===== src/rtl/chdr_16sc_to_12sc_if.sv =====
// CHDR stream bundle between the sc16->sc12 converter and its environment.
// Signal names keep the converter's original port names.
interface chdr_16sc_to_12sc_if;
  logic [63:0] i_tdata;
  logic        i_tlast;
  logic        i_tvalid;
  logic        i_tready;
  logic [63:0] o_tdata;
  logic        o_tlast;
  logic        o_tvalid;
  logic        o_tready;

  // master: the environment (source upstream, sink downstream)
  modport master (
    output i_tdata, i_tlast, i_tvalid,
    input  i_tready,
    input  o_tdata, o_tlast, o_tvalid,
    output o_tready
  );

  // slave: the converter itself
  modport slave (
    input  i_tdata, i_tlast, i_tvalid,
    output i_tready,
    output o_tdata, o_tlast, o_tvalid,
    input  o_tready
  );
endinterface


===== src/rtl/chdr_16sc_to_12sc.sv =====
// CHDR packet converter: sc16 payload -> packed sc12, header length fix-up,
// optional SID destination override from a settings-bus register.
module chdr_16sc_to_12sc #(
  parameter logic [7:0] BASE = 8'd0
) (
  input  logic                      clk,
  input  logic                      reset,
  input  logic                      set_stb,
  input  logic [7:0]                set_addr,
  input  logic [31:0]               set_data,
  chdr_16sc_to_12sc_if.slave        axis,
  output logic [31:0]               debug
);

  typedef enum logic [1:0] {HEADER, TIME, PAYLOAD, FLUSH} state_t;

  state_t      r_state;
  logic        r_en;
  logic [15:0] r_dest;
  logic [15:0] r_remain;
  logic [63:0] r_acc;
  logic [6:0]  r_cnt;
  logic [63:0] r_odata;
  logic        r_olast;
  logic        r_ovalid;

  logic        w_ofree;
  logic        w_ready;
  logic        w_accept;
  logic        w_has_time;
  logic [15:0] w_hdr_bytes;
  logic [15:0] w_pay;
  logic [15:0] w_nsamp;
  logic [15:0] w_out_len;
  logic        w_bval;
  logic [47:0] w_new;
  logic [47:0] w_new_m;
  logic [6:0]  w_nbits;
  logic [6:0]  w_total;
  logic [111:0] w_cat;
  logic        w_unused_set;

  // upper settings bits are reserved
  assign w_unused_set = ^set_data[31:17];

  always_comb begin
    w_ofree     = !r_ovalid || axis.o_tready;
    w_ready     = w_ofree && (r_state != FLUSH);
    w_accept    = axis.i_tvalid && w_ready;
    w_has_time  = axis.i_tdata[61];
    w_hdr_bytes = w_has_time ? 16'd16 : 16'd8;
    w_pay       = axis.i_tdata[47:32] - w_hdr_bytes;
    w_nsamp     = w_pay >> 2;
    w_out_len   = w_hdr_bytes + (w_nsamp << 1) + w_nsamp;
    w_bval      = !axis.i_tlast || (r_remain >= 16'd8);
    w_new       = {axis.i_tdata[63:52], axis.i_tdata[47:36],
                   axis.i_tdata[31:20], axis.i_tdata[15:4]};
    w_new_m     = w_bval ? w_new : {w_new[47:24], 24'b0};
    w_nbits     = w_bval ? 7'd48 : 7'd24;
    w_total     = r_cnt + w_nbits;
    // residual sits left-aligned in r_acc; new bits land directly after it
    w_cat       = {r_acc, 48'b0} | ({w_new_m, 64'b0} >> r_cnt);
  end

  always_ff @(posedge clk or negedge reset) begin
    if (!reset) begin
      r_state  <= HEADER;
      r_en     <= 1'b0;
      r_dest   <= '0;
      r_remain <= '0;
      r_acc    <= '0;
      r_cnt    <= '0;
      r_odata  <= '0;
      r_olast  <= 1'b0;
      r_ovalid <= 1'b0;
    end else begin
      if (set_stb && (set_addr == BASE)) begin
        r_en   <= set_data[16];
        r_dest <= set_data[15:0];
      end
      if (w_ofree) r_ovalid <= 1'b0;
      case (r_state)
        HEADER: if (w_accept) begin
          r_ovalid <= 1'b1;
          r_olast  <= axis.i_tlast;
          r_odata  <= {axis.i_tdata[63:48], w_out_len, axis.i_tdata[31:16],
                       r_en ? r_dest : axis.i_tdata[15:0]};
          r_remain <= w_pay;
          r_acc    <= '0;
          r_cnt    <= '0;
          if (!axis.i_tlast) r_state <= w_has_time ? TIME : PAYLOAD;
        end
        TIME: if (w_accept) begin
          r_ovalid <= 1'b1;
          r_olast  <= axis.i_tlast;
          r_odata  <= axis.i_tdata;
          r_state  <= axis.i_tlast ? HEADER : PAYLOAD;
        end
        PAYLOAD: if (w_accept) begin
          r_remain <= (r_remain >= 16'd8) ? r_remain - 16'd8 : '0;
          if (axis.i_tlast) begin
            r_ovalid <= 1'b1;
            r_odata  <= w_cat[111:48];
            if (w_total > 7'd64) begin
              r_olast <= 1'b0;
              r_acc   <= {w_cat[47:0], 16'b0};
              r_cnt   <= w_total - 7'd64;
              r_state <= FLUSH;
            end else begin
              r_olast <= 1'b1;
              r_acc   <= '0;
              r_cnt   <= '0;
              r_state <= HEADER;
            end
          end else if (w_total >= 7'd64) begin
            r_ovalid <= 1'b1;
            r_olast  <= 1'b0;
            r_odata  <= w_cat[111:48];
            r_acc    <= {w_cat[47:0], 16'b0};
            r_cnt    <= w_total - 7'd64;
          end else begin
            r_acc <= w_cat[111:48];
            r_cnt <= w_total;
          end
        end
        FLUSH: if (w_ofree) begin
          r_ovalid <= 1'b1;
          r_olast  <= 1'b1;
          r_odata  <= r_acc;
          r_acc    <= '0;
          r_cnt    <= '0;
          r_state  <= HEADER;
        end
        default: r_state <= HEADER;
      endcase
    end
  end

  assign axis.i_tready = w_ready;
  assign axis.o_tdata  = r_odata;
  assign axis.o_tlast  = r_olast;
  assign axis.o_tvalid = r_ovalid;
  assign debug         = {2'b00, r_state, 1'b0, r_cnt, 20'b0};

endmodule


===== src/flat_wrapper.sv =====
// flat-port wrapper written by rule: the top's interface ports become plain ports
module chdr_16sc_to_12sc_flat 
#(
  parameter logic [7:0] BASE = 8'd0
)
  (clk, reset, set_stb, set_addr, set_data, debug, axis_i_tdata, axis_i_tlast, axis_i_tvalid, axis_i_tready, axis_o_tdata, axis_o_tlast, axis_o_tvalid, axis_o_tready);
  chdr_16sc_to_12sc_if axis_i ();
  input  logic clk;
  input  logic reset;
  input  logic set_stb;
  input  logic [7:0] set_addr;
  input  logic [31:0] set_data;
  output logic [31:0] debug;
  input wire logic [$bits(axis_i.i_tdata)-1:0] axis_i_tdata;
  input wire logic [$bits(axis_i.i_tlast)-1:0] axis_i_tlast;
  input wire logic [$bits(axis_i.i_tvalid)-1:0] axis_i_tvalid;
  output wire logic [$bits(axis_i.i_tready)-1:0] axis_i_tready;
  output wire logic [$bits(axis_i.o_tdata)-1:0] axis_o_tdata;
  output wire logic [$bits(axis_i.o_tlast)-1:0] axis_o_tlast;
  output wire logic [$bits(axis_i.o_tvalid)-1:0] axis_o_tvalid;
  input wire logic [$bits(axis_i.o_tready)-1:0] axis_o_tready;
  assign axis_i.i_tdata = axis_i_tdata;
  assign axis_i.i_tlast = axis_i_tlast;
  assign axis_i.i_tvalid = axis_i_tvalid;
  assign axis_i_tready = axis_i.i_tready;
  assign axis_o_tdata = axis_i.o_tdata;
  assign axis_o_tlast = axis_i.o_tlast;
  assign axis_o_tvalid = axis_i.o_tvalid;
  assign axis_i.o_tready = axis_o_tready;
  chdr_16sc_to_12sc #(.BASE(BASE)) u_core (.clk(clk), .reset(reset), .set_stb(set_stb), .set_addr(set_addr), .set_data(set_data), .axis(axis_i), .debug(debug));
endmodule

===== config.mk =====
export PLATFORM = sky130hd
export DESIGN_NAME = chdr_16sc_to_12sc_flat
export DESIGN_NICKNAME = d
export VERILOG_FILES = /design/src/rtl/chdr_16sc_to_12sc_if.sv /design/src/rtl/chdr_16sc_to_12sc.sv /design/src/flat_wrapper.sv
export SDC_FILE = /design/constraint.sdc
export NUM_CORES = 1
export LEC_CHECK = 0
export BUFFER_PORTS_ARGS = -buffer_cell sky130_fd_sc_hd__buf_2
export CORE_MARGIN = 8
export CORE_UTILIZATION = 55
export CTS_BUF_LIST = sky130_fd_sc_hd__clkbuf_2
export CTS_CLUSTER_SIZE = 12
export DETAILED_ROUTE_END_ITERATION = 10
export PLACE_DENSITY = 0.79
export REMOVE_ABC_BUFFERS = 1
export SLEW_MARGIN = 25
export SYNTH_ARGS = -nofsm -noshare
export SYNTH_HDL_FRONTEND = slang
export SYNTH_SLANG_ARGS = --single-unit

===== constraint.sdc =====
create_clock -name clk -period 4.5 [get_ports clk]
set_clock_uncertainty 0.1 [all_clocks]
set_input_delay 0.675 -clock clk [delete_from_list [all_inputs] [get_ports clk]]
set_output_delay 0.675 -clock clk [all_outputs]
set_load 0.05 [all_outputs]

==> impl_metrics.ini <==
[timing]
tightest_slew_ns = 1.07
rsz0062_at_grt = false
fmax_mhz = 239
finalHoldViolations = 0
finalMaxSlewViolations = 0
slew_headroom_pct = 28.5
finalWorstSetupSlack_ns = 0.317
tns_ns = 0
finalSetupViolCount = 0
post-route-period-util_pct = 93.0
fin_crit_ns = 4.18

[worst_hold_path]
hold_end = u_core.axis.o_tdata[49]
holdCritStartpoint = axis_i_tdata[49]
hold_path_class = in2reg
min_delay_path_depth = 3

[critical_path]
crit_chain = or4_4, nor3_4, nand3_4, ha_1, o21a_1, nor3_2, nor3_1, o21a_1, nor2_1, buf_4, a311oi_1
r2r_slack_ns = 0.32
critical_path.max_fanout = 16
cp.required_ns = 5.13
crit_type = reg2reg
critPathTopFamily = simple AND/OR/NAND/NOR gates
cp-start-kind = register
crit_start = u_core.r_remain[3]
timing.rr.start = u_core.r_remain[3]
crit_cells = 11
endpoint_kind = register
path_common_cell = o21a_1
max_stage_delay_ns = 0.66
worst_r2r_endpoint = u_core.r_acc[50]
cp.buffers_inverters = 1
cp_slowest_cell = nor2_1
r2r.worst_path.cells = 11
crit_arrival_ns = 4.81

[outcome]
outcome = finished clean

[finish]
final_common_cell = nand2_1
fin_nets = 1664
utilization_pct = 63.2
layout-drive-gt1-share_pct = 22.5
final_cell_mix = 167 x nand2_1, 166 x buf_2, 166 x dfrtp_1
areaGrowthSynthToFinish_pct = 13.8

[synth]
synth_cells = 1364
ys.flop_type = dfrtp_1
ys_seq_area_share_pct = 35.2
synth_seq_cells = 169
syn-cell-area_um2 = 12000
syn_area_per_cell_um2 = 8.81
synth-async-reset-ratio_pct = 100
synth.distinct_cells = 82
synth-edff-count = 0
ys_warn_count = 0

[power]
ir_drop_v = 0.000307
p_per_area_nw_per_um2 = 464
finalPower_mw = 6.34
power.leakage_nw = 6.05

[floorplanning]
die_y_um = 164
start_util_pct = 55.6
die-area_um2 = 26800
io_pins = 209
coreArea_um2 = 21600
dieWidth_um = 164
num_rows = 54

[clocking]
worstSkewPairLatency_ns = 0.85
clock_path_buffers = 2
cts_tree = built
cts_buffers = 17
cts-resized-gates = 0
cts_sinks = 169
clk_pin_slew_ns = 0.29
htreeDepth = 4
root_buffer = clkbuf_2

[drt]
vias_per_cell = 6.78
wire_per_inst_um = 25.0
wl_mm = 45.4
firstDrtPassIters = 6
routed-via-count = 12300
drtAntennaViolNets = 0
route.detailed.drc = 0
drt_iter0_drc = 1678

[placed_design]
port_buffers = 167
dp_hpwl_mm = 32.8
gp_routability_congestion = 0.989
pre_cts_slack_ns = 0.142

[grt]
grt_pass1_vias = 11600
track_usage_pct = 33.7
grt_max_degree = 83
antenna_found_initial = 3
grt_pass1_wl_mm = 69.8
overflow = 0

[run]
cap_violations = 0
stage by stage:
| stage | std cells | hold slack, ns | cell area, um^2 |
|---|---|---|---|
| after floorplan | 1255 | 0.279 | 11500 |
| after global placement | 1759 | 0.357 | 13200 |
| after detailed placement | 1759 | 0.363 | 13200 |
| after CTS | 1812 | 0.0285 | 13700 |
| final | 1814 | 0.0447 | 13700 |
| after global routing | 1814 | 0.00525 | 13700 |
layer usage:
metal / share of wire [%] / global-route usage (%)
met4: 4.7 / 16.4
met1: 40 / 45.7
met2: 44 / 49.6
met3: 11 / 8.15
met5: 0.029 / 0
registers in the layout, indices dropped and copies added (netlist names):
name	flops
u_core.axis.o_tdata	64
u_core.r_acc	64
u_core.r_dest	16
u_core.r_remain	16
u_core.r_cnt	4
u_core.r_state	2
u_core.axis.o_tlast	1
u_core.axis.o_tvalid	1
u_core.r_en	1
worst max-delay path by stage:
stage	end	slack, ns
finish	u_core.r_acc[50]	0.32
CTS	u_core.r_acc[37]	0.41
global route	u_core.r_acc[37]	0.22
floorplan	u_core.r_acc[31]	-1.21
global placement	u_core.axis.o_tdata[43]	0.22
detailed placement	u_core.axis.o_tdata[43]	0.14
repair_timing:
action	CTS	global route
hold endpoints to repair	100	0
setup buffers	0	0
hold buffers	21	0
kinds of logic (layout without fill, tap and decap cells):
family,Yosys count,after routing,synth area share (%)
AO/OA/AOI/OAI,487,487,28.8
AND/OR/NAND/NOR,393,393,15.6
XOR/XNOR,19,19,1.38
buffers and inverters,155,298,5.91
multiplexers,105,105,9.27
flip-flops,169,169,35.2
adder cells (fa/ha/maj),35,35,3.89
other,1,28,0.0312
Yosys cell counts (all sizes together), types with 7 or more instances:
cell type | count | share of area (%)
a41o | 8 | 0.67
clkbuf | 84 | 2.6
nand3 | 22 | 1.0
a211oi | 26 | 1.6
a221oi | 65 | 4.7
a32o | 8 | 0.67
o2bb2ai | 9 | 0.66
o31ai | 14 | 0.87
mux2 | 50 | 4.7
o22ai | 10 | 0.52
nor4 | 7 | 0.42
o32ai | 7 | 0.51
nor2 | 75 | 2.4
a21boi | 7 | 0.44
nor3 | 38 | 1.8
a21o | 13 | 0.81
a31o | 8 | 0.58
mux2i | 55 | 4.6
o21a | 8 | 0.50
ha | 31 | 3.2
a22o | 22 | 1.6
a311oi | 9 | 0.66
dfrtp | 169 | 35
a22oi | 7 | 0.44
xor2 | 14 | 1.0
inv | 19 | 0.59
nand2b | 15 | 0.78
nor2b | 34 | 1.8
o21ai | 101 | 4.3
a31oi | 19 | 0.99
and2 | 7 | 0.36
nand2 | 168 | 5.3
buf | 50 | 2.6
a21oi | 93 | 3.9
a221o | 24 | 2.0
cell type report:
cell class	count	area, um^2
antenna	2	5.00
sequential	169	4240
timing repair buffer	245	1520
fill	1924	7950
inverter	21	80.1
clock buffer	18	90.1
tap	280	350
clock inverter	14	175
multi-input combinational	1065	7220
where the power goes:
| part | total (mW) | leakage, nW | internal (mW) | switching, mW |
|---|---|---|---|---|
| Combinational | 3.36 | 3.70 | 1.01 | 2.35 |
| Clock | 0.901 | 0.157 | 0.199 | 0.703 |
| Sequential | 2.08 | 2.19 | 1.83 | 0.247 |
| Total | 6.34 | 6.05 | 3.04 | 3.30 |
tightest hold or removal path, stage by stage:
cell	delay, ns
buf_2	0.08
a221oi_1	0.07
o21ai_0	0.13
Power figures use the tool's default switching activity.
